===== src/rtl/clk_div_sched.sv =====
// clk_div_sched: programmable divide-by-N controller.
// Generates a divided output Q and a period tick from clk. Ratio changes and
// start/stop requests are deferred to period boundaries, so no output period
// is ever truncated.
//
// Ports:
//   clk        system clock (rising edge)
//   rst        synchronous active-high reset
//   en         run request level
//   cfg_valid  ratio request valid
//   cfg_div    requested ratio N (>= 2 is valid)
//   cfg_ready  ratio request can be accepted (not PEND)
//   cfg_done   pulse in the first cycle a new ratio is in force
//   cfg_err    pulse the cycle after an invalid ratio is accepted
//   cur_div    ratio in force
//   running    state != IDLE
//   tick       last cycle of each output period
//   Q          divided output (registered)
module clk_div_sched #(
  parameter int CNT_W       = 8,
  parameter int DEFAULT_DIV = 2
) (
  input  logic             clk,
  input  logic             rst,
  input  logic             en,
  input  logic             cfg_valid,
  input  logic [CNT_W-1:0] cfg_div,
  output logic             cfg_ready,
  output logic             cfg_done,
  output logic             cfg_err,
  output logic [CNT_W-1:0] cur_div,
  output logic             running,
  output logic             tick,
  output logic             Q
);

  localparam logic [1:0] S_IDLE = 2'd0;
  localparam logic [1:0] S_RUN  = 2'd1;
  localparam logic [1:0] S_PEND = 2'd2;

  logic [1:0]       state;
  logic [CNT_W-1:0] cnt, cnt_nxt, pend_div;
  logic             accept, div_ok, upd, last;

  assign cfg_ready = (state != S_PEND);
  assign running   = (state != S_IDLE);
  assign accept    = cfg_valid && cfg_ready;
  assign div_ok    = (cfg_div >= CNT_W'(2));
  assign upd       = accept && div_ok;
  assign last      = (cnt == cur_div - 1'b1);
  assign cnt_nxt   = cnt + 1'b1;
  assign tick      = running && last;

  always_ff @(posedge clk) begin
    if (rst) begin
      state    <= S_IDLE;
      cnt      <= '0;
      cur_div  <= CNT_W'(DEFAULT_DIV);
      pend_div <= '0;
      Q        <= 1'b0;
      cfg_done <= 1'b0;
      cfg_err  <= 1'b0;
    end else begin
      cfg_done <= 1'b0;
      cfg_err  <= accept && !div_ok;
      case (state)
        S_RUN, S_PEND: begin
          if (last) begin
            cnt <= '0;
            // Wrap always uses the old ratio; a pending one takes over here.
            if (state == S_PEND) begin
              cur_div  <= pend_div;
              cfg_done <= 1'b1;
            end
            if (en) begin
              Q <= 1'b1;
              // Request landing on the boundary edge waits for the next one.
              if (upd) begin
                pend_div <= cfg_div;
                state    <= S_PEND;
              end else begin
                state    <= S_RUN;
              end
            end else begin
              Q     <= 1'b0;
              state <= S_IDLE;
              // Stopping: nothing left to defer to, apply immediately.
              if (upd) begin
                cur_div  <= cfg_div;
                cfg_done <= 1'b1;
              end
            end
          end else begin
            cnt <= cnt_nxt;
            Q   <= (cnt_nxt < (cur_div >> 1));
            if (upd) begin
              pend_div <= cfg_div;
              state    <= S_PEND;
            end
          end
        end
        default: begin
          cnt <= '0;
          if (upd) begin
            cur_div  <= cfg_div;
            cfg_done <= 1'b1;
          end
          if (en) begin
            state <= S_RUN;
            Q     <= 1'b1;
          end else begin
            state <= S_IDLE;
            Q     <= 1'b0;
          end
        end
      endcase
    end
  end

endmodule


===== config.mk =====
export PLATFORM = sky130hd
export DESIGN_NAME = clk_div_sched
export DESIGN_NICKNAME = d
export VERILOG_FILES = /design/src/rtl/clk_div_sched.sv
export SDC_FILE = /design/constraint.sdc
export NUM_CORES = 1
export LEC_CHECK = 0
export ABC_AREA = 1
export CAP_MARGIN = 5
export CELL_PAD_IN_SITES_DETAIL_PLACEMENT = 1
export CELL_PAD_IN_SITES_GLOBAL_PLACEMENT = 1
export CORE_UTILIZATION = 35
export CTS_CLUSTER_DIAMETER = 40
export CTS_CLUSTER_SIZE = 20
export DETAILED_ROUTE_END_ITERATION = 7
export HOLD_SLACK_MARGIN = 0.12
export PLACE_DENSITY = 0.76
export SYNTH_ARGS = -nofsm -noshare
export SYNTH_HDL_FRONTEND = slang
export SYNTH_SLANG_ARGS = --single-unit
export TNS_END_PERCENT = 50

===== constraint.sdc =====
create_clock -name clk -period 1.83 [get_ports clk]
set_input_delay 0.2745 -clock clk [delete_from_list [all_inputs] [get_ports clk]]
set_output_delay 0.2745 -clock clk [all_outputs]
set_load 0.02 [all_outputs]

# After elaboration in Yosys (flattened, before gate mapping)

Index checks and enable logic that the tools add are counted.

Register bits: 29
Bits of input ports: 12
Output and inout port bits: 14
Word-level logic and storage cells: 54

Add/sub/neg operators: 2
$lt $le $gt $ge: 2
Equality and inequality tests: 7
Muxes and demuxes: 24
Bitwise logic cells: 1
Reduce and logical (&&, ||, !) cells: 11

Operator list:

| operator            | number |
|---|---|
| $mux 8              | 9 |
| $mux 1              | 10 |
| $mux 2              | 5 |
| $add 8x1->8 const B | 1 |
| $eq 8x8->1          | 1 |
| $ge 8x2->1 const B  | 1 |
| $lt 8x7->1          | 1 |
| $sub 8x1->8 const B | 1 |
| $ne 2x2->1 const B  | 3 |
| $logic_and 1x1->1   | 4 |
| $reduce_and 2->1    | 2 |
| $reduce_bool 2->1   | 2 |
| $ne 3x3->1 const B  | 1 |
| $reduce_or 3->1     | 1 |
| $eq 2x1->1 const B  | 1 |
| $eq 2x2->1 const B  | 1 |
| $reduce_or 2->1     | 1 |
| $logic_not 1->1     | 1 |
| $not 1->1           | 1 |

# Logic depth before layout (Yosys ltp)

Gate-level depths: netlist (run 1).

Depth in word-level cells: 7
Mapped depth: 16

# Worst setup path after synthesis (run 1)

OpenSTA, ideal clock, no wires.

Path type: flip-flop to output port
Start point: reg cur_div[0]
End point: out tick
Data arrival time: 1.781 ns
Path slack: -0.226 ns
Stages on the path, launching flop included: 12
Cells stage by stage: dfxtp_1 > inv_2 > ha_1 > inv_1 > nand2_1 > nand3_1 > nand2_1 > inv_1 > nand3_2 > nor2_4 > nand2_4 > nor2_1

Word-level cells in the longest chain between the ends: 3

Ends and longest elaborated chain:

| element                | RTL line | source |
|---|---|---|
| start, declared        | 31       | `output logic [CNT_W-1:0] cur_div,` |
| start signal, assigned | 58       | `cur_div <= CNT_W'(DEFAULT_DIV);` |
| start signal, assigned | 72       | `cur_div <= pend_div;` |
| start signal, assigned | 89       | `cur_div <= cfg_div;` |
| $sub 8x1->8            | 50       | `assign last = (cnt == cur_div - 1'b1);` |
| $eq 8x8->1             | 50       |  |
| $logic_and 1x1->1      | 52       | `assign tick = running && last;` |
| end, declared          | 33       | `output logic tick,` |

Every way passes these cells.

# Worst setup path after layout (run 1)

Start point: reg cur_div[2]
End point: out tick

The elaborated chain is that of the path after synthesis.

==> run summary, run 1 <==
status: finished, violations left
failing checks: negative setup slack
vias in the first global route: 2341
most frequent cells in the layout: 82 x nand2_1, 50 x buf_4, 48 x inv_1
CP most frequent cell: nor2_4
max-slew violation count: 0
IO buf count: 25
H-Tree Depth: 2
WHS: 0.496 ns
Syn Nets: 343
sw power: 1.09 mW
Final HPWL DP: 4900 um
placed insts: 458
final core utilization: 0.546
I/O Pins: 26
WP buf/inv: 2
Filler Cells Inserted: 738
clk_skew: 0.00910 ns
Hold Vio Cnt, Final: 0
antenna-violating nets left: 0
VDD IR max: 0.428 mV
CORE AREA: 0.00554 sq mm
synth warn: 0
GPL Wtd Cong: 0.837
Place WS: -0.395 ns
share of layout cells above drive strength 1: 0.289
Least-Margin Pin Slew: 0.325 ns
DRT Wirelength: 6920 um
Num CTS Buffers: 5
sequential-to-total area share from yosys stat: 0.286
min cycle time layout: 2.00 ns
CP arrival: 1.72 ns
total negative slack: -0.786 ns
Endpoint, Worst Hold: state[0]
Hold Crit Class: flip-flop to flip-flop
initial antenna violation count: 0
Area Growth Syn to Fin: 49.3%
Max-Cap Viols: 0
sequential power share: 0.292
sequential cell area: 594 sq um
worst-path fanout max: 5
max incr delay on CP: 0.51 ns
CTS max path bufs: 2
Multi-input gate area: 0.00136 sq mm
Root Buffer: clkbuf_8
reg-to-reg setup timing slack: -0.07 ns
CP Launch Type: flip-flop
min-delay src: state[0]
placed inst area: 0.00271 sq mm
syn avg cell area: 6.31 sq um
crit end category: output port
RR Startpoint: cur_div[2]
Cell Count, Final, Fillers Out: 473
FP Rows: 27
crit-path leading delay family: simple AND/OR/NAND/NOR gates
Diodes inserted: 0
via count: 2330
DRC: 0
largest net degree at the start of global routing: 19
switching share of power: 0.413
CP cell instances: nor2_4 > nand2_4 > buf_4 > nand2_1 > nand3_1 > nand3_2 > nor2_4 > nand2_4 > nor2_4 > buf_6
first-iteration detailed-routing DRC count: 62
most common cell after layout, fill and taps aside: nand2_1
Clock Sinks: 29
grt ovf: 0
Netlist Area Pre-Place: 0.00203 sq mm
chip height: 78.1 um
die area: 0.00610 sq mm
die width: 78.1 um
CP max-delay cell: dfxtp_1
cell internal pwr: 1.55 mW
Worst Path Required: 1.56 ns
WL/cell: 14.6 um
vias per cell: 4.93
first-pass GRT wire length: 11100 um
Final Cell Area: 0.00303 sq mm
power share of the clock group: 0.200
power density cells: 875 mW/mm^2
Max-slew headroom: 0.783
Initial Util: 0.366
GRT Total Usage: 0.232
RSZ-0062 raised after global routing: true
leakage: 1.50 nW
Reg2Reg Capture Point: cur_div[3]
Synth Register Bits: 29
CTS tree: built
Clock transition at path regs: 0.07 ns
Worst Setup Path Type: flip-flop to output port
Final Cycle Share: 1.09
Pre-Repair DR Iteration Count: 4
Max Clk Rate: 501 MHz
final setup violation count: 15
worst hold path depth: 2
worst skew pair latency: 0.29 ns
hold buffers post-CTS: 0
setup ws final: -0.167 ns
post-synth cell types: 30
Worst Reg-to-Reg Cells: 14
Total Power: 2.65 mW
combinational fraction of design power: 0.508
Synth Instances: 321
Layout Nets: 422
state kept, by name, summed over array words and instances (netlist names):
name and flops:
pend_div 8, cfg_err 1, cur_div 8, cnt 8
state 2, cfg_done 1, Q 1
Yosys cell counts:
cell	count	area [sq um]
o21ai_0	11	55.1
xnor2_1	1	8.76
nor2_2	1	6.26
nand2_4	4	45.0
nor3b_1	1	7.51
buf_6	1	11.3
o21ai_1	1	5.00
clkbuf_1	3	11.3
inv_2	5	18.8
nor4_1	1	6.26
nand3_1	28	140
o21ai_2	1	8.76
buf_1	2	7.51
inv_1	51	191
nand3_4	1	17.5
nor2_4	3	33.8
a31oi_1	1	6.26
nor2_1	42	158
nand3_2	5	50.1
nand4_1	12	75.1
ha_1	10	125
nor3_1	4	20.0
xor2_1	6	52.6
o22ai_1	1	6.26
nand2_1	85	319
inv_4	1	6.26
buf_2	2	10.0
nand2_2	3	18.8
dfxtp_1	29	581
a21oi_1	5	25.0
power by group through the flow:
stage / combinational, mW / sequential, mW / clock, mW
finish: 1.34 / 0.772 / 0.530
global route: 1.46 / 0.780 / 0.571
CTS: 1.24 / 0.766 / 0.540
detailed placement: 1.15 / 0.779 / 0
global placement: 1.11 / 0.774 / 0
floorplan: 0.631 / 0.824 / 0
per-layer routing:
| layer | vias up | global-route usage | wire length, um |
|---|---|---|---|
| met5 | - | 0 | 0 |
| met4 | 0 | 0.0778 | 176 |
| met3 | 17 | 0.0326 | 165 |
| met2 | 42 | 0.439 | 3710 |
| met1 | 1105 | 0.262 | 2860 |
| li1 | 1166 | - | - |
layout make-up:
| class | instances | area share |
|---|---|---|
| Sequential cell | 29 | 0.196 |
| Multi-Input combinational cell | 228 | 0.449 |
| Tap cell | 72 | 0.0298 |
| Timing Repair Buffer | 79 | 0.225 |
| Clock inverter | 2 | 0.00331 |
| Clock buffer | 6 | 0.0240 |
| Inverter | 57 | 0.0724 |
how the worst max path moves through the flow:
stage	slack (ns)	startpoint	to	cells past startpoint
3_3_place_gp	-0.30	cur_div[0]	tick	12
5_1_grt	-0.25	cur_div[1]	tick	12
4_1_cts	-0.13	cur_div[1]	tick	12
2_1_floorplan	0.009	cur_div[0]	cur_div[1]	15
6_report	-0.17	cur_div[2]	tick	10
3_5_place_dp	-0.40	cur_div[0]	tick	12
cells by family after synthesis:
family / after synthesis / synth area share
XOR/XNOR: 7 / 0.0302
adder cells (fa/ha/maj): 10 / 0.0617
AND/OR/NAND/NOR: 190 / 0.443
flip-flops: 29 / 0.286
AO/OA/AOI/OAI: 20 / 0.0525
buffers and inverters: 65 / 0.127
tightest hold or removal path, cell delays in order (launching register included):
cell and delay, ns:
dfxtp_1 0.31, nand4_1 0.08, a21oi_1 0.06
what timing repair did:
action / CTS / global route
pin swaps: 5 / 9
gates resized for setup: 27 / 23
buffers inserted: 3 / 3
cloned: 1 / 0
endpoints found under the setup margin: 30 / 30
Power figures use the tool's default switching activity.
==> inputs of run 2 (changes only) <==
--- a/config.mk
+++ b/config.mk
@@ -10,7 +10,6 @@
 export CELL_PAD_IN_SITES_DETAIL_PLACEMENT = 1
 export CELL_PAD_IN_SITES_GLOBAL_PLACEMENT = 1
 export CORE_UTILIZATION = 35
-export CTS_CLUSTER_DIAMETER = 40
 export CTS_CLUSTER_SIZE = 20
 export DETAILED_ROUTE_END_ITERATION = 7
 export HOLD_SLACK_MARGIN = 0.12
==> results of run 2 <==
No change in the layout: final DEF, timing and power equal those of run 1.
